**config.mk**
```make
export PLATFORM = sky130hd
export DESIGN_NAME = branch_unit_flat
export DESIGN_NICKNAME = d
export VERILOG_FILES = /design/src/rtl/branch_unit_if.sv /design/src/rtl/branch_unit.sv /design/src/flat_wrapper.sv
export SDC_FILE = /design/constraint.sdc
export NUM_CORES = 1
export LEC_CHECK = 0
export CORE_MARGIN = 5
export CORE_UTILIZATION = 33
export CTS_CLUSTER_DIAMETER = 80
export CTS_CLUSTER_SIZE = 10
export DETAILED_ROUTE_END_ITERATION = 6
export SLEW_MARGIN = 5
export SYNTH_ARGS = -nofsm -noshare
export SYNTH_HDL_FRONTEND = slang
export SYNTH_SLANG_ARGS = --single-unit
export TNS_END_PERCENT = 20
```
**constraint.sdc**
```tcl
create_clock -name clk -period 4.05 [get_ports clk]
set_input_delay 1.0125 -clock clk [delete_from_list [all_inputs] [get_ports clk]]
set_output_delay 1.0125 -clock clk [all_outputs]
set_load 0.05 [all_outputs]
```
**src/rtl/branch_unit_if.sv**
```systemverilog
// Request/response bundle for the RV32I branch compare unit.
// master = requester (issues branches, consumes results); slave = branch_unit.
interface branch_unit_if;
    logic        in_valid;
    logic        in_ready;
    logic [31:0] rs1;
    logic [31:0] rs2;
    logic [2:0]  funct3;
    logic [31:0] pc;
    logic [31:0] imm;
    logic        out_valid;
    logic        out_ready;
    logic        out_taken;
    logic [31:0] out_target;
    logic        out_illegal;

    modport master (
        output in_valid, rs1, rs2, funct3, pc, imm, out_ready,
        input  in_ready, out_valid, out_taken, out_target, out_illegal
    );

    modport slave (
        input  in_valid, rs1, rs2, funct3, pc, imm, out_ready,
        output in_ready, out_valid, out_taken, out_target, out_illegal
    );
endinterface

```
**src/rtl/branch_unit.sv**
```systemverilog
// RV32I branch resolution unit. Operands are compared one nibble per cycle,
// MSB first, stopping at the first differing nibble. Signed compares are
// turned into unsigned ones by flipping bit 31 of both operands at latch time.
module branch_unit (
    input  logic          clk,
    input  logic          rst,
    branch_unit_if.slave  bus
);
    typedef enum logic [1:0] {IDLE, COMPARE, DONE} state_t;

    state_t      r_state;
    state_t      w_next;
    logic [31:0] r_a;
    logic [31:0] r_b;
    logic [31:0] r_tgt;
    logic [2:0]  r_f3;
    logic [2:0]  r_idx;
    logic        r_out_taken;
    logic        r_out_illegal;
    logic [31:0] r_out_target;

    logic        w_accept;
    logic        w_illegal_in;
    logic        w_signed_in;
    logic [3:0]  w_na;
    logic [3:0]  w_nb;
    logic        w_load;
    logic        w_eq;
    logic        w_lt;
    logic        w_taken;

    assign w_accept     = bus.in_valid && (r_state == IDLE);
    assign w_illegal_in = (bus.funct3[2:1] == 2'b01);
    assign w_signed_in  = (bus.funct3[2:1] == 2'b10);
    assign w_na         = r_a[{r_idx, 2'b00} +: 4];
    assign w_nb         = r_b[{r_idx, 2'b00} +: 4];

    assign bus.in_ready    = (r_state == IDLE);
    assign bus.out_valid   = (r_state == DONE);
    assign bus.out_taken   = r_out_taken;
    assign bus.out_target  = r_out_target;
    assign bus.out_illegal = r_out_illegal;

    // State register; reset wins over acceptance and handoff.
    always_ff @(posedge clk) begin
        if (rst) r_state <= IDLE;
        else     r_state <= w_next;
    end

    // Next state plus the per-nibble verdict; w_load marks the edge that writes a result.
    always_comb begin
        w_next = r_state;
        w_load = 1'b0;
        w_eq   = 1'b0;
        w_lt   = 1'b0;
        case (r_state)
            IDLE: begin
                if (w_accept) begin
                    w_next = w_illegal_in ? DONE : COMPARE;
                    w_load = w_illegal_in;
                end
            end
            COMPARE: begin
                if (w_na != w_nb) begin
                    w_lt   = (w_na < w_nb);
                    w_next = DONE;
                    w_load = 1'b1;
                end else if (r_idx == 3'd0) begin
                    w_eq   = 1'b1;
                    w_next = DONE;
                    w_load = 1'b1;
                end
            end
            DONE: begin
                if (bus.out_ready) w_next = IDLE;
            end
            default: w_next = IDLE;
        endcase
    end

    // Map the eq/lt verdict onto the branch type.
    always_comb begin
        w_taken = 1'b0;
        case (r_f3)
            3'b000:         w_taken = w_eq;
            3'b001:         w_taken = !w_eq;
            3'b100, 3'b110: w_taken = w_lt;
            3'b101, 3'b111: w_taken = !w_lt;
            default:        w_taken = 1'b0;
        endcase
    end

    // Operand latch, nibble walk and result registers (results persist after handoff).
    always_ff @(posedge clk) begin
        if (rst) begin
            r_a           <= '0;
            r_b           <= '0;
            r_tgt         <= '0;
            r_f3          <= '0;
            r_idx         <= 3'd7;
            r_out_taken   <= 1'b0;
            r_out_illegal <= 1'b0;
            r_out_target  <= '0;
        end else begin
            if (w_accept) begin
                r_a   <= {bus.rs1[31] ^ w_signed_in, bus.rs1[30:0]};
                r_b   <= {bus.rs2[31] ^ w_signed_in, bus.rs2[30:0]};
                r_f3  <= bus.funct3;
                r_tgt <= bus.pc + bus.imm;
                r_idx <= 3'd7;
            end
            if (r_state == COMPARE && !w_load)
                r_idx <= r_idx - 3'd1;
            if (w_load) begin
                if (r_state == IDLE) begin
                    // illegal funct3: result straight from the accepted request
                    r_out_taken   <= 1'b0;
                    r_out_illegal <= 1'b1;
                    r_out_target  <= bus.pc + bus.imm;
                end else begin
                    r_out_taken   <= w_taken;
                    r_out_illegal <= 1'b0;
                    r_out_target  <= r_tgt;
                end
            end
        end
    end
endmodule
```
**src/flat_wrapper.sv**
```systemverilog
// flat-port wrapper written by rule: the top's interface ports become plain ports
module branch_unit_flat 
  (clk, rst, bus_in_valid, bus_rs1, bus_rs2, bus_funct3, bus_pc, bus_imm, bus_out_ready, bus_in_ready, bus_out_valid, bus_out_taken, bus_out_target, bus_out_illegal);
  branch_unit_if bus_i ();
  input  logic clk;
  input  logic rst;
  input wire logic [$bits(bus_i.in_valid)-1:0] bus_in_valid;
  input wire logic [$bits(bus_i.rs1)-1:0] bus_rs1;
  input wire logic [$bits(bus_i.rs2)-1:0] bus_rs2;
  input wire logic [$bits(bus_i.funct3)-1:0] bus_funct3;
  input wire logic [$bits(bus_i.pc)-1:0] bus_pc;
  input wire logic [$bits(bus_i.imm)-1:0] bus_imm;
  input wire logic [$bits(bus_i.out_ready)-1:0] bus_out_ready;
  output wire logic [$bits(bus_i.in_ready)-1:0] bus_in_ready;
  output wire logic [$bits(bus_i.out_valid)-1:0] bus_out_valid;
  output wire logic [$bits(bus_i.out_taken)-1:0] bus_out_taken;
  output wire logic [$bits(bus_i.out_target)-1:0] bus_out_target;
  output wire logic [$bits(bus_i.out_illegal)-1:0] bus_out_illegal;
  assign bus_i.in_valid = bus_in_valid;
  assign bus_i.rs1 = bus_rs1;
  assign bus_i.rs2 = bus_rs2;
  assign bus_i.funct3 = bus_funct3;
  assign bus_i.pc = bus_pc;
  assign bus_i.imm = bus_imm;
  assign bus_i.out_ready = bus_out_ready;
  assign bus_in_ready = bus_i.in_ready;
  assign bus_out_valid = bus_i.out_valid;
  assign bus_out_taken = bus_i.out_taken;
  assign bus_out_target = bus_i.out_target;
  assign bus_out_illegal = bus_i.out_illegal;
  branch_unit u_core (.clk(clk), .rst(rst), .bus(bus_i));
endmodule
```
Word level (Yosys, flattened, before mapping)

Cells that the tools add are included.
Widths: inputs -> output; s select.

Register bits after elaboration: 138
Logic and storage cells: 61

$add $sub $neg: 2
Shifts and indexed selects: 2
Equality and inequality tests: 13
Bitwise operators: 2
Order comparisons: 1
Multiplexer cells: 20
Reductions and logical operators: 12

Operators with widths:

| kind                | count |
|---|---|
| $shiftx 32x6->4     | 2 |
| $add 32x32->32      | 1 |
| $mux 32             | 1 |
| $eq 3x3->1 const B  | 4 |
| $mux 2              | 5 |
| $mux 1              | 9 |
| $logic_not 3->1     | 2 |
| $mux 3              | 2 |
| $pmux 2 s3          | 1 |
| $eq 2x1->1 const B  | 2 |
| $eq 2x2->1 const B  | 2 |
| $lt 4x4->1          | 1 |
| $ne 4x4->1          | 1 |
| $pmux 1 s4          | 1 |
| $reduce_or 2->1     | 2 |
| $eq 3x1->1 const B  | 1 |
| $logic_not 1->1     | 3 |
| $ne 3x1->1 const B  | 1 |
| $reduce_and 3->1    | 1 |
| $sub 3x1->3 const B | 1 |
| $logic_and 1x1->1   | 2 |
| $logic_not 2->1     | 1 |
| $ne 2x1->1 const B  | 1 |
| $ne 2x2->1 const B  | 1 |
| other kinds (3)     | 4 |

Depth between registers and ports, before layout

Word-level depth: 7
Mapped depth: 13
Depth with buffers taken out: 11

Worst setup path before layout

Ideal clock, no wire load.

Path type: reg2reg
Start: register u_core.r_idx[0]
End: register u_core.r_out_target[29], in the netlist u_core.bus.out_target[29]
Library setup time: 0.134 ns
Cell stages (with the launch flop): 14
Required time: 3.916 ns
Arrival time: 3.252 ns
Setup slack: 0.664 ns
Cells stage by stage: dfxtp_1 -> clkbuf_1 -> buf_2 -> mux4_2 -> mux2i_1 -> ha_1 -> nand4_1 -> nand2b_1 -> nor2b_1 -> clkbuf_1 -> nor2_1 -> clkbuf_1 -> a222oi_1 -> a31oi_1

Word-level cells in the longest chain between the ends: 4
Elaborated cells on any way between the ends: 7
Those cells by class: eq/ne: 1; shift: 2; mux: 3; reduce/logical: 1

RTL lines:

| what                                    | RTL line                             | RTL |
|---|---|---|
| start, declared                         | branch_unit.sv:17                    | `logic [2:0] r_idx;` |
| start signal, assigned                  | branch_unit.sv:113                   | `r_idx <= r_idx - 3'd1;` |
| $shiftx 32x6->4 (tied with other cells) | branch_unit.sv:35                    | `assign w_na = r_a[{r_idx, 2'b00} +: 4];` |
| $ne 4x4->1 or $mux 1 (tied branches)    | branch_unit.sv:64, branch_unit.sv:68 |  |
| $mux 1 (*)                              | branch_unit.sv:64                    | `if (w_na != w_nb) begin` |
| $pmux 1 s2 (*)                          | branch_unit.sv:56                    | `case (r_state)` |
| end signal, assigned                    | branch_unit.sv:119                   | `r_out_target <= bus.pc + bus.imm;` |
| end signal, assigned                    | branch_unit.sv:123                   | `r_out_target <= r_tgt;` |
| end, declared                           | branch_unit.sv:20                    | `logic [31:0] r_out_target;` |

Every way passes the cells marked *; elsewhere a longest branch is shown, timed or not.
A chain may end at the register's enable or synchronous reset.

Final worst setup path

Start: input bus_imm[0]
End: register u_core.r_out_target[26], in the netlist u_core.bus.out_target[26]

Word-level cells in the longest chain between the ends: 2

RTL lines:

| what            | RTL line           | RTL |
|---|---|---|
| start, declared | flat_wrapper.sv:12 | `input wire logic [$bits(bus_i.imm)-1:0] bus_imm;` |
| $add 32x32->32  | branch_unit.sv:119 |  |
| $mux 32         | branch_unit.sv:115 | `if (r_state == IDLE) begin` |

No other way between the ends.

==> flow_results.org <==
** Routing
- Detailed Route Iter0 Violations :: 337
- Routed WL :: 21.5 mm
- Detailed-router iteration count before antenna repair :: 5
- Detailed-route via count :: 6930
- Final routed wire length divided by cell count :: 16.0 um
- Number of routed nets with antenna violations :: 0
- After detailed routing, the number of remaining DRC violations is 0.
- Via-per-instance ratio :: 5.17

** Synth
- Counting every instance in the synthesized netlist gives 902.
- In the synthesized netlist the async set-or-reset flop fraction comes to 0%.
- The Yosys step of the flow raised 0 warnings.
- Yosys mapped a number of flops with a built-in enable equal to 0.
- By area the synthesized netlist is led by sky130_fd_sc_hd__dfxtp_1 (37%), sky130_fd_sc_hd__nand2_1 (11%), sky130_fd_sc_hd__a21oi_1 (9.8%).
- When the netlist entered floorplanning its net count stood at 1075.
- Share of synthesized area occupied by flip-flops and latches :: 37.4%
- Leading register cell type out of synthesis :: sky130_fd_sc_hd__dfxtp_1
- Averaged over all synthesized cells, the footprint is 8.20 um2.
- The synthesized netlist occupies a cell area of 7390 um2.
- Yosys top cell area share :: 37.4%
- Area leader, netlist :: sky130_fd_sc_hd__dfxtp_1
- Number of synthesized register bits :: 138
- After synthesis, the netlist uses 70 different library cells.

** Power
- The clock network accounts for 36.0% of the total power.
- Pint :: 2730 uW
- Of the total power, the share spent switching nets is 32.6%.
- Across the VDD grid, the largest voltage drop is 172 uV.
- The analysis attributes to net switching a power of 1320 uW.
- In this run the power density over the cells is 410 nW/um2.
- The share of total power dissipated in sequential elements is 38.1%.
- Gate power share :: 25.9%
- In this run the static leakage power is 0.00371 uW.

** STA
- The worst path uses 88.0% of the clock period.
- Derived from the worst setup path, the maximum achievable clock frequency is 281 MHz.
- The count of final hold-check violations is 0.
- Setup repair after global routing missed its margin :: false
- Setup slack closes at 486 ps.
- In the final timing run, aggregate negative setup slack is 0 ps.
- Headroom to the max-slew limit :: 44.4%
- Least-Margin Pin Slew :: 834 ps
- Final worst path period need :: 3560 ps
- The clock arrives with 10.1 ps of skew.
- Setup violations remaining at the end of the flow were counted as 0.
- Final-report max-slew violation count :: 0

** Worst setup path
- Critical setup path kind :: input pin to flop
- The worst setup path is captured at a flop.
- Worst-path maximum fanout :: 6
- The worst register-to-register path begins at u_core.r_idx[0].
- For the worst setup path, the data required time is 4390 ps.
- Data arrives at the worst endpoint at 3900 ps.
- Worst setup startpoint :: bus_imm[0]
- The worst setup path is launched from an input pin.

** Worst hold path
- In this run the most critical hold path is launched from u_core.r_b[10].
- The worst hold path belongs to the class flop to flop.

** Clocking
- In this run the post-CTS setup repair buffer count came out at 0.
- Clock transition at path regs :: 60 ps
- Clock tree from TritonCTS :: done
- Number of clock sinks :: 138
- Counting the buffers created by CTS gives 17.
- Count of instances resized after the clock tree is built :: 0
- Max H-tree Level :: 4
- Cell chosen for the clock root :: sky130_fd_sc_hd__clkbuf_16
- The clock passes through at most 2 buffers.
- Count of hold-fix buffers inserted at cts :: 0
- Clock latency on the worst-skew pair :: 420 ps

** Global route
- The number of antenna violations at the first check in global routing was 0.
- Global-route total usage across every layer :: 16.6%
- Global routing consumed, on the met3 layer, 4.18% of the routing resources.
- For met1 alone, demand over resource in global routing was 22.8%.
- Global Route met2 Usage :: 26.4%
- Global routing finished with a remaining overflow of 0.
- The first global-routing pass estimated 34.9 mm of wire.
- In this run the most used layer during global routing was met2.
- Entering global routing, the biggest net connects 79 pins.
- The number of global-route vias before repair was 6639.

** Finish
- After the last flow step, the layout net total stands at 1221.
- Finished Layout Cells :: 1341
- Number of fill cells in the layout :: 2137
- Leaving out fill and tap cells, the most frequent cell in the layout is sky130_fd_sc_hd__nand2_1.
- Area taken by flip-flops and latches :: 2760 um2
- Share of the core filled with cells :: 45.0%
- Diodes inserted :: 0
- Synthesis-to-layout area growth :: 33.7%
- Summing all multi-input logic gate instances after layout gives 4350 um2.
- Layout cells sized above 1 :: 8.29%
- Leaving out fill and tap cells, the most frequent cells in the layout are sky130_fd_sc_hd__nand2_1 (214), sky130_fd_sc_hd__clkdlybuf4s50_1 (169), sky130_fd_sc_hd__a21oi_1 (145), sky130_fd_sc_hd__dfxtp_1 (138), sky130_fd_sc_hd__ha_1 (37).

** Placement
- The count of buffers added on input and output ports is 170.
- The number of placed instances, taps included, is 1309.
- Timing analysis after detailed placement gives a worst setup slack of 63.1 ps.
- At the end of routability-driven placement, the weighted congestion stood at 0.790.
- Once detailed placement completed, the half-perimeter wirelength came to 15.3 mm.

** Floorplanning
- The floorplan has 54 rows.
- Area of the die :: 25500 um2
- Die extent in x :: 160 um
- Pin placement for this block handled 171 I/O pins.
- Starting Density :: 33.7%
- Placeable Area :: 22000 um2
- Chip height :: 160 um

** Flow run
- Maximum Capacitance Violations :: 0

** Status
- Outcome :: complete, no violations
## cell usage after synthesis (all sizes together) (3+ instances only)
library cell and count:
nor2b 10, mux2 5, a22oi 30, o21ai 28
o31ai 4, nand2 215, o221ai 3, and3 4
a21oi 145, mux4 16, nand3b 5, and2 5
nand4 9, mux2i 4, o2111ai 4, nor3 6
xnor2 16, o211ai 6, a211oi 10, a21o 11
xor2 10, nand2b 9, buf 10, o22ai 3
nand3 19, o21a 5, or3 6, a31oi 7
a221oi 3, nor2 32, inv 12, dfxtp 138
ha 37, or2 3, o21bai 4, clkbuf 47
## state kept, by name, summed over array words and instances, names as in the netlist
register / cells
u_core.r_tgt: 32
u_core.r_a: 32
u_core.r_b: 32
u_core.bus.out_taken: 1
u_core.r_state: 2
u_core.bus.out_target: 32
u_core.bus.out_illegal: 1
u_core.r_f3: 3
u_core.r_idx: 3
## area by class of cell
cell class	instances	share of cell area, %
multi-input cells	693	44.1
flip-flops and latches	138	27.9
repair buffers	185	18.3
clock buffers	17	4.30
well taps	280	3.54
clock inverters	15	1.33
inverters	13	0.494
## cell families after synthesis
logic type | synth area share (%)
AND/OR/NAND/NOR | 19.3
AO/OA/AOI/OAI | 23.5
flip-flops | 37.4
buffers and inverters | 4.06
adder cells (fa/ha/maj) | 6.53
XOR/XNOR | 3.08
multiplexers | 6.18
## worst max-delay path, cell delays in order
cell and delay (ps):
sky130_fd_sc_hd__clkdlybuf4s50_1 460, sky130_fd_sc_hd__ha_1 190, sky130_fd_sc_hd__inv_1 60, sky130_fd_sc_hd__fa_1 400
sky130_fd_sc_hd__nor2b_1 170, sky130_fd_sc_hd__o211ai_1 190, sky130_fd_sc_hd__a211oi_2 300, sky130_fd_sc_hd__o21ai_2 160
sky130_fd_sc_hd__a211oi_2 270, sky130_fd_sc_hd__o32ai_2 170, sky130_fd_sc_hd__or4_1 430, sky130_fd_sc_hd__o211ai_1 100
## power groups by stage
stage	combinational, uW	clock [uW]	sequential [uW]
4_1_cts	1060	1500	1550
3_5_place_dp	1050	0	1580
3_3_place_gp	1050	0	1570
6_report	1050	1460	1550
5_1_grt	1150	1570	1560
2_1_floorplan	610	0	1640
## per-stage QoR
step / power (uW) / instance area (um2) / hold WS, ps
after floorplan: 2250 / 7390 / 433
after global placement: 2620 / 9330 / 439
after detailed placement: 2630 / 9330 / 443
after CTS: 4110 / 9880 / 452
after global routing: 4290 / 9880 / 468
final: 4050 / 9880 / 451
## per-layer routing
metal	vias to the layer above	wire, um
met4	0	114
met1	3248	10300
met3	8	1030
met5	-	0
met2	166	10000
li1	3508	-
## final timing paths
kind,to,slack (ps),cells after the start
worst max-delay path,u_core.bus.out_target[26],490,12
worst min-delay path,u_core.r_b[10],450,2
worst max register to register,u_core.bus.out_target[28],810,11
worst min register to register,u_core.r_b[10],450,2
Power figures use the tool's default switching activity.
==> edit, RTL diff (config.mk and constraints unchanged) <==
The 3 states of `state_t` get a one-hot encoding in 3 bits.
--- a/src/rtl/branch_unit.sv
+++ b/src/rtl/branch_unit.sv
@@ -7,5 +7,5 @@
     branch_unit_if.slave  bus
 );
-    typedef enum logic [1:0] {IDLE, COMPARE, DONE} state_t;
+    typedef enum logic [2:0] {IDLE = 3'b001, COMPARE = 3'b010, DONE = 3'b100} state_t;
 
     state_t      r_state;
Check against the original RTL: no difference found for any inputs over 10 cycles, from zero or initial values and one cycle with rst high; not proved beyond that.
==> edit against the unedited design <==
  * Non-clock buffer count rose by 6
  * Critical path type unchanged
  * Routed wire length fell by 1.6%
  * Global-route usage is essentially flat
  * Clock power up 9.6%
  * Area after synthesis about the same
  * Register-to-register slack gained 0.18 ns
  * Hold slack improved by 0.00079 ns
  * Sequential share of layout area decreased by 0.26 points
  * Design area increased by 1.7%
  * Clock skew rose by 0.0024 ns
  * Total power is 5.1% higher
  * Sequential cell count grew 1
  * Largest power group is now the clock network
  * Worst setup slack got worse by 0.12 ns
==> edit: results (changes against the unedited design) <==
[run_status]
status = completed

[final_layout]
drive_gt1_share_pct = 8.47  ; +0.17 points
n_fill_cell = 2160  ; +1.1%
fin_nets = 1223  ; +0.16%

[clock_tree]
post_cts_resized = 0  ; unchanged
clk_path_buf_depth = 2  ; unchanged
clk_pin_slew_ns = 0.06  ; about the same
cts_buffers = 17  ; unchanged
clk_latency_ns = 0.42  ; about the same
cts-root-buf = clkbuf_16
post_cts_buffers = 0  ; unchanged
h-tree-depth = 4  ; unchanged

[critical_path]
cp_slowest_stage_delay_ns = 0.44  ; -0.02 ns
crit_path_start = bus_imm[0]
crit_path_max_fanout = 5  ; -1
timing.rr.start = u_core.r_idx[1]
path_delay_family = compound AO/OA/AOI/OAI gates
arrival_ns = 4.02  ; +0.12 ns
critPathSlowestCell = a2111o_1

[synthesis]
synth_top_cells_by_area = dfxtp_1, nand2_1, a21oi_1
yosysUniqueCellTypes = 63  ; -10%
ys.flop_type = dfxtp_1
ys_async_sr_fraction_pct = 0  ; unchanged
synth_common_cells = nand2_1, a21oi_1, dfxtp_1, clkbuf_1, ha_1
synth_warnings = 0  ; unchanged
yosysSeqAreaShare_pct = 37.7  ; +0.29 points
synth_nets = 1072  ; -0.28%

[placed_design]
globalplace.congestion = 0.826  ; +4.5%
dp_hpwl_um = 15100  ; -1.4%
post_dp_cell_area_um2 = 9430  ; +1.1%
io_buffers = 170  ; unchanged

[power_and_ir_drop]
irDropWorstVdd_v = 0.000198  ; +15%
p_leak_nw = 3.77  ; +1.6%

[timing]
worst_pin_slew_ns = 0.814  ; -0.0193 ns
clock_skew_ns = 0.0126  ; +0.00242 ns

[grt]
grt_pass1_vias = 6673  ; +0.51%
grt_start_max_net_pins = 75  ; -5.1%
grt_pass1_wl_um = 34500  ; -1.1%
groute.usage.overall_pct = 16.5  ; -0.034 points
antenna_found_initial = 4  ; +4

[hold_path]
min_from = u_core.r_b[15]
worst_hold_path_type = reg2reg

[drt]
finalWirelength_um = 21100  ; -1.6%
detail_route.iter0.violations = 255  ; -24%
via_per_inst = 5.11  ; -1.1%
dr.pass1.iters = 6  ; +1

[edit: cell families after synthesis]
family          synth area share, %
compound gates                 22.1
xor+xnor                       3.20
mux                            6.45
fa+ha+maj                      6.53
buf+inv                        3.69
flops                          37.7
simple gates                   20.4
[edit: path summary, 6_finish.rpt]
kind | cells past startpoint | to | slack, ns
min reg2reg | 2 | u_core.r_b[15] | 0.45
max | 12 | u_core.bus.out_target[28] | 0.37
min | 2 | u_core.r_b[15] | 0.45
max reg2reg | 11 | u_core.bus.out_taken | 0.99
[edit: worst reg2reg max path: cells and delay by family (launching register included)]
family / cells / cell delay (ns)
compound gates: 4 / 0.86
xor+xnor: 1 / 0.10
fa+ha+maj: 1 / 0.33
buf+inv: 2 / 0.41
flops: 1 / 0.56
mux: 2 / 0.61
simple gates: 1 / 0.07
[edit: final cells by class]
cell class                      instances  area (µm²)  area share (%)
Multi-Input combinational cell        688        4360            43.4
Sequential cell                       139        2780            27.7
Timing Repair Buffer                  191        1890            18.9
Clock buffer                           20         447            4.45
Tap cell                              280         350            3.49
Clock inverter                         12         165            1.64
Inverter                               13        48.8           0.486
Antenna cell                            1        2.50          0.0249
[edit: per-stage QoR]
step / power, W / util [%] / TNS [ns] / instances / setup WS, ns
5_1_grt: 0.00451 / 45.8 / 0 / 1344 / 0.244
4_1_cts: 0.00432 / 45.7 / 0 / 1343 / 0.381
3_5_place_dp: 0.00270 / 43.0 / -0.0418 / 1311 / -0.0418
3_3_place_gp: 0.00269 / 43.0 / 0 / 1311 / 0.00692
6_report: 0.00426 / 45.8 / 0 / 1344 / 0.367
2_1_floorplan: 0.00231 / - / 0 / 899 / 0.502
[edit: power by group]
part	internal (W)	leakage (nW)	switching, W
Clock	0.000993	0.293	0.000604
Combinational	0.000466	2.34	0.000614
Sequential	0.00151	1.14	0.0000716
Total	0.00297	3.77	0.00129
[edit: metal layers]
layer  routed length, µm  vias to the layer above  track usage, %
li1                    -                     3510               -
met5                  39                        -               0
met3                1260                       14            5.08
met1                9570                     3207            21.2
met2               10100                      133            26.5
met4                 157                        6            5.80
